--- config.mk ---
export PLATFORM = sky130hd
export DESIGN_NAME = imem_loader
export DESIGN_NICKNAME = d
export VERILOG_FILES = /design/src/rtl/imem_loader_pkg.sv /design/src/rtl/imem_loader_if.sv /design/src/rtl/imem_loader_word_assembler.sv /design/src/rtl/imem_loader.sv
export SDC_FILE = /design/constraint.sdc
export NUM_CORES = 1
export LEC_CHECK = 0
export ABC_AREA = 1
export ABC_CLOCK_PERIOD_IN_PS = 3000
export CAP_MARGIN = 20
export CORE_UTILIZATION = 45
export CTS_CLUSTER_DIAMETER = 150
export DETAILED_ROUTE_END_ITERATION = 8
export GPL_TIMING_DRIVEN = 0
export PLACE_DENSITY = 0.71
export SLEW_MARGIN = 10
export SYNTH_ARGS = -nofsm -noshare
export SYNTH_HDL_FRONTEND = slang
export SYNTH_SLANG_ARGS = --single-unit
--- constraint.sdc ---
create_clock -name i_clk -period 3 [get_ports i_clk]
set_clock_uncertainty 0.2 [all_clocks]
set_input_delay 0.6 -clock i_clk [delete_from_list [all_inputs] [get_ports i_clk]]
set_output_delay 0.6 -clock i_clk [all_outputs]
set_load 0.01 [all_outputs]
--- src/rtl/imem_loader_pkg.sv ---
// Shared constants for the instruction-memory loader: state encoding,
// word/byte widths and the default end-of-program marker.
package imem_loader_pkg;

  localparam int WORD_W = 32;
  localparam int BYTE_W = 8;

  localparam logic [WORD_W-1:0] HALT_WORD_DEFAULT = 32'hFFFF_FFFF;

  typedef logic [1:0] state_t;

  localparam state_t ST_IDLE  = 2'd0;
  localparam state_t ST_LOAD  = 2'd1;
  localparam state_t ST_WRITE = 2'd2;
  localparam state_t ST_DONE  = 2'd3;

endpackage

--- src/rtl/imem_loader_if.sv ---
// Received-byte stream bundle: one data byte qualified by a valid strobe.
interface imem_loader_if;
  import imem_loader_pkg::*;

  logic [BYTE_W-1:0] rx_data;
  logic              rx_valid;

  modport master (output rx_data, output rx_valid);
  modport slave  (input  rx_data, input  rx_valid);

endinterface

--- src/rtl/imem_loader_word_assembler.sv ---
// Big-endian byte-to-word shift register with a 2-bit byte index; word_ready
// flags the cycle in which the fourth byte of a word is being accepted.
module word_assembler
  import imem_loader_pkg::*;
(
  input  logic              clk,
  input  logic              rst_n,
  input  logic              clear,
  imem_loader_if.slave      rx,
  output logic [WORD_W-1:0] word,
  output logic              word_ready
);

  logic [WORD_W-1:0] word_q, word_d;
  logic [1:0]        idx_q, idx_d;

  // Shifting left means the first byte of a word ends up in bits [31:24].
  always_comb begin
    word_d = word_q;
    idx_d  = idx_q;
    if (clear) begin
      word_d = '0;
      idx_d  = '0;
    end else if (rx.rx_valid) begin
      word_d = {word_q[WORD_W-BYTE_W-1:0], rx.rx_data};
      idx_d  = idx_q + 2'd1;
    end
  end

  always_ff @(posedge clk) begin
    if (!rst_n) begin
      word_q <= '0;
      idx_q  <= '0;
    end else begin
      word_q <= word_d;
      idx_q  <= idx_d;
    end
  end

  assign word       = word_q;
  assign word_ready = rx.rx_valid && (idx_q == 2'd3) && !clear;

endmodule

--- src/rtl/imem_loader.sv ---
// Loads a program received byte-by-byte into instruction memory, one 32-bit
// word per write strobe, stopping on the halt word or when memory is full.
module imem_loader
  import imem_loader_pkg::*;
#(
  parameter int                MEM_DEPTH = 256,
  parameter logic [WORD_W-1:0] HALT_WORD = HALT_WORD_DEFAULT
) (
  input  logic              i_clk,
  input  logic              i_reset,
  input  logic              i_start,
  input  logic              i_clear,
  input  logic [BYTE_W-1:0] i_rx_data,
  input  logic              i_rx_valid,
  output logic              o_imem_write_en,
  output logic [WORD_W-1:0] o_imem_addr,
  output logic [WORD_W-1:0] o_imem_data,
  output logic              o_stall,
  output logic              o_done,
  output logic              o_overflow,
  output logic [WORD_W-1:0] o_word_count
);

  state_t            state_q, state_d;
  logic [WORD_W-1:0] addr_q, addr_d;
  logic [WORD_W-1:0] cnt_q, cnt_d;
  logic              ovf_q, ovf_d;

  logic              clear_asm;
  logic              accept;
  logic              word_ready;
  logic [WORD_W-1:0] asm_word;
  logic              is_halt;
  logic              mem_full;
  logic              last_write;

  imem_loader_if rx_bus ();

  assign is_halt    = (asm_word == HALT_WORD);
  assign mem_full   = ((cnt_q + 32'd1) == 32'(MEM_DEPTH));
  assign last_write = is_halt || mem_full;

  // A byte landing in the WRITE cycle starts the next word, unless this write ends the load.
  assign accept    = (state_q == ST_LOAD) || ((state_q == ST_WRITE) && !last_write);
  assign clear_asm = (state_q == ST_IDLE) && i_start;

  assign rx_bus.rx_data  = i_rx_data;
  assign rx_bus.rx_valid = i_rx_valid && accept;

  word_assembler u_asm (
    .clk        (i_clk),
    .rst_n      (i_reset),
    .clear      (clear_asm),
    .rx         (rx_bus.slave),
    .word       (asm_word),
    .word_ready (word_ready)
  );

  always_comb begin
    state_d = state_q;
    addr_d  = addr_q;
    cnt_d   = cnt_q;
    ovf_d   = ovf_q;
    case (state_q)
      ST_IDLE: begin
        if (i_start) begin
          state_d = ST_LOAD;
          addr_d  = '0;
          cnt_d   = '0;
          ovf_d   = 1'b0;
        end
      end
      ST_LOAD: begin
        if (word_ready) state_d = ST_WRITE;
      end
      ST_WRITE: begin
        addr_d = addr_q + 32'd4;
        cnt_d  = cnt_q + 32'd1;
        if (last_write) begin
          state_d = ST_DONE;
          ovf_d   = mem_full && !is_halt;
        end else begin
          state_d = ST_LOAD;
        end
      end
      ST_DONE: begin
        if (i_clear) state_d = ST_IDLE;
      end
      default: state_d = ST_IDLE;
    endcase
  end

  always_ff @(posedge i_clk) begin
    if (!i_reset) begin
      state_q <= ST_IDLE;
      addr_q  <= '0;
      cnt_q   <= '0;
      ovf_q   <= 1'b0;
    end else begin
      state_q <= state_d;
      addr_q  <= addr_d;
      cnt_q   <= cnt_d;
      ovf_q   <= ovf_d;
    end
  end

  assign o_imem_write_en = (state_q == ST_WRITE);
  assign o_imem_addr     = addr_q;
  assign o_imem_data     = o_imem_write_en ? asm_word : '0;
  assign o_stall         = (state_q == ST_LOAD) || (state_q == ST_WRITE);
  assign o_done          = (state_q == ST_DONE);
  assign o_overflow      = ovf_q;
  assign o_word_count    = cnt_q;

endmodule

==> results of run 1 <==
## metrics by stage
step	instance area (µm²)	util	worst slack [ps]	std cells
3_3_place_gp	7320	0.571	-225	1205
6_report	7750	0.604	191	1224
4_1_cts	7620	0.594	27.5	1221
3_5_place_dp	7320	0.571	-267	1205
5_1_grt	7750	0.604	17.5	1224
2_1_floorplan	6010	-	462	924
## cell type report
cell class	instances	area share
Timing Repair Buffer	112	0.145
Inverter	99	0.0480
Tap cell	172	0.0278
Clock inverter	3	0.00307
Sequential cell	99	0.257
Clock buffer	13	0.0323
Multi-Input combinational cell	694	0.460
Buffer	32	0.0266
## worst max-delay path, cell delays in order (launching register included)
cell             delay, ps
dfxtp_1                350
inv_2                  120
ha_4                   170
clkbuf_8               170
clkbuf_4               190
nand2_1                 70
inv_1                   60
clkdlybuf4s50_1        530
## cell usage in the layout (no fill, tap or decap), types with 6 or more instances in the layout
master           instances
clkbuf_16                9
nand3b_1                11
a21oi_2                 30
dfxtp_1                 93
inv_1                   94
nor2_1                  76
nor2_2                  12
o21ai_0                  9
clkdlybuf4s50_1        109
nand4_1                 11
a21oi_1                 55
buf_4                    7
xor2_1                   7
nor2_4                   7
nand2_2                 35
nor3b_1                  8
nor4_1                   9
ha_1                     6
nor3_1                  28
nand2_1                287
nand3_1                 67
clkbuf_1                19
## state kept, by name (all words and copies together), names as in the netlist
name / count
state_q: 2
u_asm.idx_q: 2
o_word_count: 32
u_asm.word: 32
o_imem_addr: 30
o_overflow: 1
## logic make-up after synthesis
| kind of cell | Yosys count |
|---|---|
| AO/OA/AOI/OAI | 109 |
| XOR/XNOR | 12 |
| adder cells (fa/ha/maj) | 9 |
| buffers and inverters | 131 |
| flip-flops | 99 |
| other | 1 |
| AND/OR/NAND/NOR | 562 |
## worst paths after layout
| kind | cells past startpoint | from | endpoint |
|---|---|---|---|
| worst max-delay path | 7 | state_q[0]$_SDFFE_PN0P_ | o_imem_data[12] |
| worst min-delay path | 2 | u_asm.idx_q[1]$_SDFFE_PP0P_ | u_asm.idx_q[1]$_SDFFE_PP0P_ |
| worst max register to register | 18 | o_word_count[0]$_SDFFE_PN0P_ | u_asm.word[21]$_SDFFE_PP0P_ |
| worst min register to register | 2 | u_asm.idx_q[1]$_SDFFE_PP0P_ | u_asm.idx_q[1]$_SDFFE_PP0P_ |
## routing by layer
layer,wire length (µm),GRT usage
met1,7830,0.325
met2,7820,0.407
met3,760,0.0494
met4,146,0.0569
met5,0,0
## power by group through the flow
stage               logic [µW]  registers (µW)  clock network (µW)
global placement          1010            1440                   0
global route              1200            1430                1170
finish                    1090            1420                1090
CTS                       1050            1410                1110
floorplan                  707            1430                   0
detailed placement        1020            1440                   0
## repair_timing
item | in CTS | in global routing
pin swaps | 0 | 5
hold buffers | 0 | 0
setup endpoints to repair | 32 | 70
resized for setup | 9 | 33
endpoints found under the hold margin | 0 | 0
setup buffers | 0 | 3
==> impl_results.md, run 1 <==
- Sw Share: 0.362
- Initial Util: 0.468
- Static Leak: 0.00277 µW
- TritonCTS clock tree: built
- Rows: 41
- Synthesized flop and latch total: 99
- Sequential-to-total area share from yosys stat: 0.330
- Fill cells: 1265
- Mux cell area share after synthesis: 0
- Largest area contributor in the netlist: dfxtp_1
- Maxcap violations: 0
- Power consumption: 3610 µW
- Gp weighted congestion: 0.897
- Antenna Nets Post-Route: 0
- Synth Flop Type: dfxtp_1
- Fraction of layout cells with a size suffix above 1: 0.127
- Multi-input combinational cell area: 3560 µm²
- Core Footprint: 12800 µm²
- Post-Syn Instances: 923
- Power Density: 465 nW/µm²
- WL/cell: 13.5 µm
- Critical Path Sink Type: output port
- Synth top cells by count: 289 x nand2_1, 99 x dfxtp_1, 95 x inv_1
- Routed WL: 16600 µm
- Drt pass-1 iters: 5
- Clock Pin Slew Worst Setup and Hold Paths: 70 ps
- Cts bufs inserted: 9
- Slew at the pin closest to its max-slew limit: 887 ps
- Number of synthesized flops with an enable pin: 0
- CP Max Fanout: 10
- Largest net degree at the start of global routing: 16
- Final HPWL from detailed placement: 12500 µm
- Setup slack on the worst flop-to-flop path: 210 ps
- Share of the synthesized area in the top cell type: 0.330
- Synth Area in XOR/XNOR: 0.0175
- Top-Level Pins: 113
- Port bufs: 109
- Root Driver: clkbuf_16
- Register area: 1990 µm²
- First-pass GRT wire length: 27700 µm
- Compound-gate portion of the synthesized area: 0.115
- Clock Path Buffers: 2
- Worst VDD drop: 368 µV
- Worst Path Required: 2200 ps
- GRT overflow: 0
- Avg Cell Area, Syn: 6.51 µm²
- Final Max Tran Viols: 0
- Minimum clock period: 2810 ps
- FMAX: 0.356 GHz
- Final hold vios: 0
- Vias in the first global route: 5664
- Synthesis Warnings: 0
- Flop pwr share: 0.393
- Die ar.: 13800 µm²
- Die Ht: 118 µm
- WS Path Type: flip-flop to output port
- Status: finished clean
- Final TNS setup: 0 ps
- Comb pwr share: 0.303
- Clock power share: 0.304
- Adder and majority cell fraction of the synthesized area: 0.0187
- Simple-gate share of the synthesized area: 0.426
- Number of antenna diodes: 0
- Initial antenna violation count: 0
- Count of different cell masters after synthesis: 42
- Critical path arrival: 2010 ps
- Count leader, synth: nand2_1
- Internal: 2300 µW
- Post-synthesis async set-or-reset flop share: 0
- Vias per cell: 5.12
- Vias: 6261
- Slew headroom: 0.404
- Iter 0 DRT Violations: 390
- Layout area overhead: 29.0%
- Min-delay worst type: flip-flop to flip-flop
- Syn Std Cell Area: 6010 µm²
- Hold slack: 282 ps
- Die X: 118 µm
- Startpoint Class: flip-flop
- RSZ-0062 raised after global routing: false
- Sink Count: 99
- Drc violations: 0
- H-tree levels: 3
- Total track usage: 0.245
- Net Sw Power: 1300 µW
- Clock latency on the worst-skew pair: 350 ps
- Largest family of logic cells by synthesized area: simple AND/OR/NAND/NOR gates
- Final period util: 0.936
- Top cells by area, synth: dfxtp_1 33%, nand2_1 18%, inv_1 5.9%
- Post-layout nets: 1069
- Final setup violation count: 0
No activity file was read; power rests on OpenSTA's default activity.
==> run 2: changes to the inputs <==
ABC_AREA = 0   (was 1)
PLACE_DENSITY = 0.72   (was 0.71)
==> run 2 against run 1 <==
Effect of this change: the run now ends with DRC left; cell count is 21% lower; worst setup slack worse by 98 ps; sequential share of layout area is 1.3 points higher; clock power is 11% higher; flip-flop and latch count stayed put; power is 1.5% higher; worst hold slack worse by 15 ps; global-route usage is 2.3 points higher; critical path depth is 3 higher; combinational power hardly changed; sequential power hardly changed; critical path type is now flip-flop to flip-flop; critical endpoint is now u_asm.word[25]$_SDFFE_PP0P_.
==> impl_results.md, run 2 <==
- Finished Core Util: 0.645 (+0.0409)
- Vias in the first global route: 5367 (-5.2%)
- Layout area overhead: 37.4%
- Drt pass-1 iters: 9 (+4)
- Sequential-to-total area share from yosys stat: 0.365 (+0.0351)
- WL/cell: 17.6 µm (+30%)
- Port bufs: 110 (+0.92%)
- Cts hold-fix bufs: 0 (unchanged)
- Hold slack: 267 ps (-14.8 ps)
- Clock Pin Slew Worst Setup and Hold Paths: 70 ps (about the same)
- Avg Cell Area, Syn: 7.98 µm² (+23%)
- GRT overflow: 0 (unchanged)
- Rows: 39 (-4.9%)
- Final hold vios: 0 (unchanged)
- Die ar.: 12500 µm² (-9.5%)
- Min-delay worst type: flip-flop to flip-flop
- Die Ht: 112 µm (-4.8%)
- Buffer and inverter count on the worst path: 3 (-2)
- First-pass GRT wire length: 26600 µm (-3.7%)
- Slowest CP cell: or4_4
- Drc violations: 10 (+10)
- Vias per cell: 5.87 (+15%)
- Count leader, synth: dfxtp_1
- Synthesized flop and latch total: 99 (unchanged)
- Slew at the pin closest to its max-slew limit: 725 ps (-162 ps)
- Startpoint Class: flip-flop
- Dpl ws: -552 ps (-285 ps)
- Largest area contributor in the netlist: dfxtp_1
- RSZ-0062 raised after global routing: true
- Slew headroom: 0.513 (+0.109)
- H-tree levels: 3 (unchanged)
- FMAX: 0.344 GHz (-3.4%)
- Worst Path Required: 3040 ps (+840 ps)
- Clock Path Buffers: 2 (unchanged)
- WS Path Type: flip-flop to flip-flop
- Fraction of layout cells with a size suffix above 1: 0.126 (-0.00147)
- Critical path arrival: 2950 ps (+940 ps)
- Core Footprint: 11600 µm² (-9.8%)
- Sink Count: 99 (unchanged)
- Commonest non-fill, non-tap cells in the layout: 108 x clkdlybuf4s50_1, 93 x nand2_1, 85 x dfxtp_1, 69 x nor2_1, 40 x a21oi_1
- Final Max Tran Viols: 0 (unchanged)
- Total track usage: 0.267 (+0.0225)
- Gp weighted congestion: 0.903 (+0.64%)
- Top cells by area, synth: dfxtp_1 37%, mux2i_1 6.8%, nand2_1 6.5%
- Number of antenna diodes: 0 (unchanged)
- Number of synthesized flops with an enable pin: 0 (unchanged)
- Power Density: 490 nW/µm² (+5.4%)
- Vias: 5691 (-9.1%)
- CP max stage delay: 540 ps (about the same)
- Failing checks: DRC
- Most common cell after layout, fill and taps aside: clkdlybuf4s50_1
- Final setup violation count: 0 (unchanged)
- Fill cells: 1002 (-21%)
- Worst VDD drop: 326 µV (-12%)
- Minimum clock period: 2910 ps (+98.1 ps)
- Antenna Nets Post-Route: 0 (unchanged)
- Post-Syn Instances: 680 (-26%)
- Clock latency on the worst-skew pair: 360 ps (about the same)
- Top-Level Pins: 113 (unchanged)
- Synthesis Warnings: 0 (unchanged)
- Post-layout nets: 843 (-21%)
- Syn Std Cell Area: 5430 µm² (-9.6%)
- Cts bufs inserted: 9 (unchanged)
- Final period util: 0.969 (+0.0327)
- Maxcap violations: 0 (unchanged)
- Synth Flop Type: dfxtp_1
- TritonCTS clock tree: built
- Root Driver: clkbuf_16
- CP Max Fanout: 10 (unchanged)
- Worst setup margin: 92.5 ps (-98.1 ps)
- Crit-path leading delay family: simple AND/OR/NAND/NOR gates
- Final HPWL from detailed placement: 12200 µm (-2.5%)
- Initial antenna violation count: 0 (unchanged)
- Worst-path cell chain: nand4_4 -> or4_4 -> buf_6 -> nor4_4 -> xor2_1 -> nor4_4 -> a31oi_1 -> buf_6 -> buf_12 -> mux2i_2
- Iter 0 DRT Violations: 444 (+14%)
- Post-synthesis async set-or-reset flop share: 0 (unchanged)
- Count of different cell masters after synthesis: 57 (+36%)
- Largest net degree at the start of global routing: 19 (+3)
- Initial Util: 0.469 (+0.00105)
- Status: finished, violations left
- Static Leak: 0.00263 µW (-5.1%)
- Synth top cells by count: 99 x dfxtp_1, 94 x nand2_1, 70 x nor2_1
- Die X: 112 µm (-4.8%)
- Critical Path Sink Type: flip-flop
- Routed WL: 17100 µm (+3.2%)
- Share of the synthesized area in the top cell type: 0.365 (+0.0351)
-- run 2: timing repair --
item | 4_1_cts | 5_1_grt
pin swaps | 10 | 12
gates resized for setup | 48 | 29
setup buffers | 16 | 10
endpoints found under the setup margin | 69 | 87
-- run 2: kinds of logic (layout without fill, tap and decap cells) --
| group | count (synthesis) | after routing | share of synthesized area |
|---|---|---|---|
| mux | 38 | 38 | 0.0703 |
| other cells | 1 | 2 | 0.000691 |
| fa+ha+maj | 9 | 9 | 0.0207 |
| compound gates | 110 | 110 | 0.127 |
| buf+inv | 56 | 201 | 0.0466 |
| flops | 99 | 99 | 0.365 |
| simple gates | 337 | 337 | 0.322 |
| xor+xnor | 30 | 30 | 0.0484 |
-- run 2: final cells by class --
type | count | area (µm²) | area share
clock buffers | 9 | 225 | 0.0302
flip-flops and latches | 99 | 2020 | 0.271
inverters | 12 | 45.0 | 0.00604
clock inverters | 7 | 85.1 | 0.0114
well taps | 143 | 179 | 0.0240
plain buffers | 37 | 239 | 0.0320
repair buffers | 136 | 1300 | 0.174
multi-input cells | 526 | 3370 | 0.451
-- run 2: metal layers --
layer | part of all wire | wire length [µm] | track usage | up-vias
met3 | 0.069 | 1180 | 0.0550 | 38
met5 | 0 | 0 | 0 | -
li1 | - | - | - | 2718
met1 | 0.43 | 7360 | 0.333 | 2689
met4 | 0.027 | 469 | 0.119 | 0
met2 | 0.47 | 8090 | 0.445 | 246
-- run 2: final timing paths --
check                          startpoint                           to  slack [ps]  cells past startpoint
min reg2reg   u_asm.idx_q[1]$_SDFFE_PP0P_  u_asm.idx_q[1]$_SDFFE_PP0P_         270                      2
max reg2reg  o_word_count[5]$_SDFFE_PN0P_  u_asm.word[25]$_SDFFE_PP0P_          90                     10
min           u_asm.idx_q[1]$_SDFFE_PP0P_  u_asm.idx_q[1]$_SDFFE_PP0P_         270                      2
max          o_word_count[5]$_SDFFE_PN0P_  u_asm.word[25]$_SDFFE_PP0P_          90                     10
-- run 2: power breakdown --
group	internal (µW)	leakage, µW	switching (µW)
Sequential	1350	0.000807	46.7
Clock	661	0.000146	545
Combinational	400	0.00168	661
-- run 2: worst reg2reg max path: cells and delay by family (launching register included) --
kind | cells | cell delay, ps
compound gates | 1 | 150
xor+xnor | 1 | 170
buf+inv | 3 | 470
flops | 1 | 410
mux | 1 | 150
simple gates | 4 | 1250
-- run 2: through the flow --
stage	std cells	setup TNS, ps	cell area [µm²]	power [µW]
2_1_floorplan	681	0	5430	2060
3_3_place_gp	934	-19890	6710	2340
3_5_place_dp	934	-23210	6710	2370
4_1_cts	960	0	7270	3610
5_1_grt	969	-54.0	7460	3800
6_report	969	0	7460	3660
==> run 3: changes to the inputs <==
CORE_MARGIN = 4   (was default)
RECOVER_POWER = 50   (was default)
==> run 3 against run 2 <==
Effect of this change: the run now ends clean; register-to-register slack got worse by 30 ps; global-route usage decreased by 3.2 points; non-clock buffer count decreased by 4; sequential share of layout area about the same; flip-flop and latch count unchanged; cell area decreased by 0.62%; core utilization decreased by 0.67 points; clock power decreased by 7%; critical path type unchanged.
==> impl_results.md, run 3 (synthesized netlist as in run 2, its figures left out) <==
- Final HPWL from detailed placement: 12000 µm (-1.1%)
- Clock Path Buffers: 2 (unchanged)
- Layout area overhead: 36.6%
- WS Path Type: flip-flop to flip-flop
- Number of antenna diodes: 0 (unchanged)
- Worst VDD drop: 387 µV (+19%)
- Crit-path leading delay family: simple AND/OR/NAND/NOR gates
- Initial Util: 0.467 (-0.00197)
- Final Max Tran Viols: 0 (unchanged)
- Cts bufs inserted: 9 (unchanged)
- Core Footprint: 11600 µm² (+0.42%)
- Non-filler cells, final: 965 (-0.41%)
- Root Driver: clkbuf_16
- Fraction of layout cells with a size suffix above 1: 0.128 (+0.00183)
- GR Util met1: 0.312 (-0.0210)
- Slowest CP cell: dfxtp_4
- Sink Count: 99 (unchanged)
- Drt pass-1 iters: 5 (-4)
- Final setup violation count: 0 (unchanged)
- Cts hold-fix bufs: 0 (unchanged)
- Critical Path Sink Type: flip-flop
- Top-Level Pins: 113 (unchanged)
- Placed insts: 934 (unchanged)
- Minimum clock period: 2940 ps (+34.9 ps)
- Startpoint Class: flip-flop
- GRT overflow: 0 (unchanged)
- Drc violations: 0 (-10)
- Clock latency on the worst-skew pair: 350 ps (about the same)
- Final hold vios: 0 (unchanged)
- Hold slack: 270 ps (+3.32 ps)
- TritonCTS clock tree: built
- Critical path arrival: 3010 ps (+60 ps)
- H-tree levels: 3 (unchanged)
- Setup slack on the worst flop-to-flop path: 60 ps (-30 ps)
- Clock Pin Slew Worst Setup and Hold Paths: 70 ps (about the same)
- Port bufs: 110 (unchanged)
- Static Leak: 0.00276 µW (+4.6%)
- CP endpoint: u_asm.word[17]$_SDFFE_PP0P_
- Die X: 118 µm (+5.4%)
- Worst Path Required: 3070 ps (+30 ps)
- CP max stage delay: 400 ps (-140 ps)
- Fill cells: 1052 (+5.0%)
- First-pass GRT wire length: 27000 µm (+1.3%)
- Reg2Reg Launch Point: o_word_count[1]$_SDFFE_PN0P_
- Total track usage: 0.235 (-0.0321)
- Power Density: 483 nW/µm² (-1.6%)
- R2R cell count: 12 (+2)
- CP Depth: 12 (+2)
- Slew at the pin closest to its max-slew limit: 752 ps (+26.6 ps)
- Post-layout nets: 839 (-0.47%)
- WL/cell: 17.4 µm (-1.3%)
- Maxcap violations: 0 (unchanged)
- Rows: 39 (unchanged)
- Vias per cell: 5.79 (-1.4%)
- Vias: 5590 (-1.8%)
- GR met3 Demand/Resource: 0.0654 (+0.0104)
- Commonest non-fill, non-tap cells in the layout: 94 x nand2_1, 85 x dfxtp_1, 69 x nor2_1, 56 x dlygate4sd3_1, 54 x clkdlybuf4s50_1
- Largest net degree at the start of global routing: 18 (-1)
- Antenna Nets Post-Route: 0 (unchanged)
- Status: finished clean
- Setup crit start: o_word_count[1]$_SDFFE_PN0P_
- Worst hold path depth: 2 (unchanged)
- Final period util: 0.981 (+0.0116)
- GRT met2 Usage: 0.372 (-0.0728)
- Gp weighted congestion: 0.921 (+1.9%)
- Routed WL: 16800 µm (-1.7%)
- FMAX: 0.340 GHz (-1.2%)
- Die ar.: 13900 µm² (+11%)
- Slew headroom: 0.499 (-0.0145)
- CP Max Fanout: 10 (unchanged)
- Initial antenna violation count: 0 (unchanged)
- Gr busiest metal: met2
- Most common cell after layout, fill and taps aside: nand2_1
- Worst-path cell chain: ha_4 -> nand4_1 -> buf_4 -> or2_2 -> or4_1 -> nand4_1 -> nor4_2 -> buf_4 -> a31oi_2 -> buf_6 -> buf_8 -> mux2i_1
- Buffer and inverter count on the worst path: 4 (+1)
- R2R Path End: u_asm.word[17]$_SDFFE_PP0P_
- Iter 0 DRT Violations: 541 (+22%)
- Vias in the first global route: 5284 (-1.5%)
- Min-delay worst type: flip-flop to flip-flop
- Die Ht: 118 µm (+5.4%)
run 3: cell count changes in the layout (fill, tap and decap cells not counted), sizes merged:
cell and delta:
buf -2, bufinv -1, clkinvlp -1, dlymetal6s2s -2
clkbuf -1, clkinv +1, dlygate4sd3 +56, clkdlybuf4s50 -54
run 3: stage by stage:
| step | instance area [µm²] | util | total power (µW) | TNS [ps] | setup slack [ps] |
|---|---|---|---|---|---|
| global placement | 6710 | 0.578 | 2350 | -19310 | -502 |
| floorplan | 5430 | - | 2060 | 0 | 68.8 |
| detailed placement | 6710 | 0.578 | 2380 | -20510 | -509 |
| global route | 7410 | 0.638 | 3760 | -1310 | -89.5 |
| finish | 7410 | 0.638 | 3580 | 0 | 57.6 |
| CTS | 7160 | 0.616 | 3530 | 0 | 2.30 |
run 3: worst min path at each step:
stage                                  end  slack, ps                   startpoint
3_5_place_dp   u_asm.word[27]$_SDFFE_PP0P_        260  u_asm.word[27]$_SDFFE_PP0P_
5_1_grt        u_asm.word[27]$_SDFFE_PP0P_        290  u_asm.word[27]$_SDFFE_PP0P_
6_report       u_asm.word[27]$_SDFFE_PP0P_        270  u_asm.word[27]$_SDFFE_PP0P_
3_3_place_gp   u_asm.idx_q[1]$_SDFFE_PP0P_        250  u_asm.idx_q[1]$_SDFFE_PP0P_
4_1_cts        u_asm.word[27]$_SDFFE_PP0P_        270  u_asm.word[27]$_SDFFE_PP0P_
2_1_floorplan  u_asm.idx_q[1]$_SDFFE_PP0P_        240  u_asm.idx_q[1]$_SDFFE_PP0P_
run 3: area by class of cell:
class | instances | area (µm²) | share of cell area
sequential | 99 | 2000 | 0.270
inverter | 12 | 45.0 | 0.00607
clock buffer | 10 | 239 | 0.0322
buffer | 36 | 221 | 0.0299
clock inverter | 6 | 48.8 | 0.00658
tap | 143 | 179 | 0.0241
timing repair buffer | 133 | 1270 | 0.172
multi-input combinational | 526 | 3400 | 0.459
run 3: worst min-delay path: stages (launching register included):
cell and delay, ps:
dfxtp_1 320, nand2_1 50, mux2i_1 50
run 3: where the power goes:
group / internal (µW) / switching, µW
clock: 596 / 539
combinational: 390 / 659
sequential: 1350 / 45.3
total: 2340 / 1240
run 3: what timing repair did:
| item | CTS | global route |
|---|---|---|
| endpoints found under the setup margin | 71 | 72 |
| setup buffers | 10 | 13 |
| pin swaps | 10 | 11 |
| gates resized for setup | 37 | 35 |
run 3: routing by layer:
metal,routed length (µm),share of wire
met2,7740,0.46
met5,0,0
met1,7470,0.44
met3,1240,0.074
met4,346,0.021
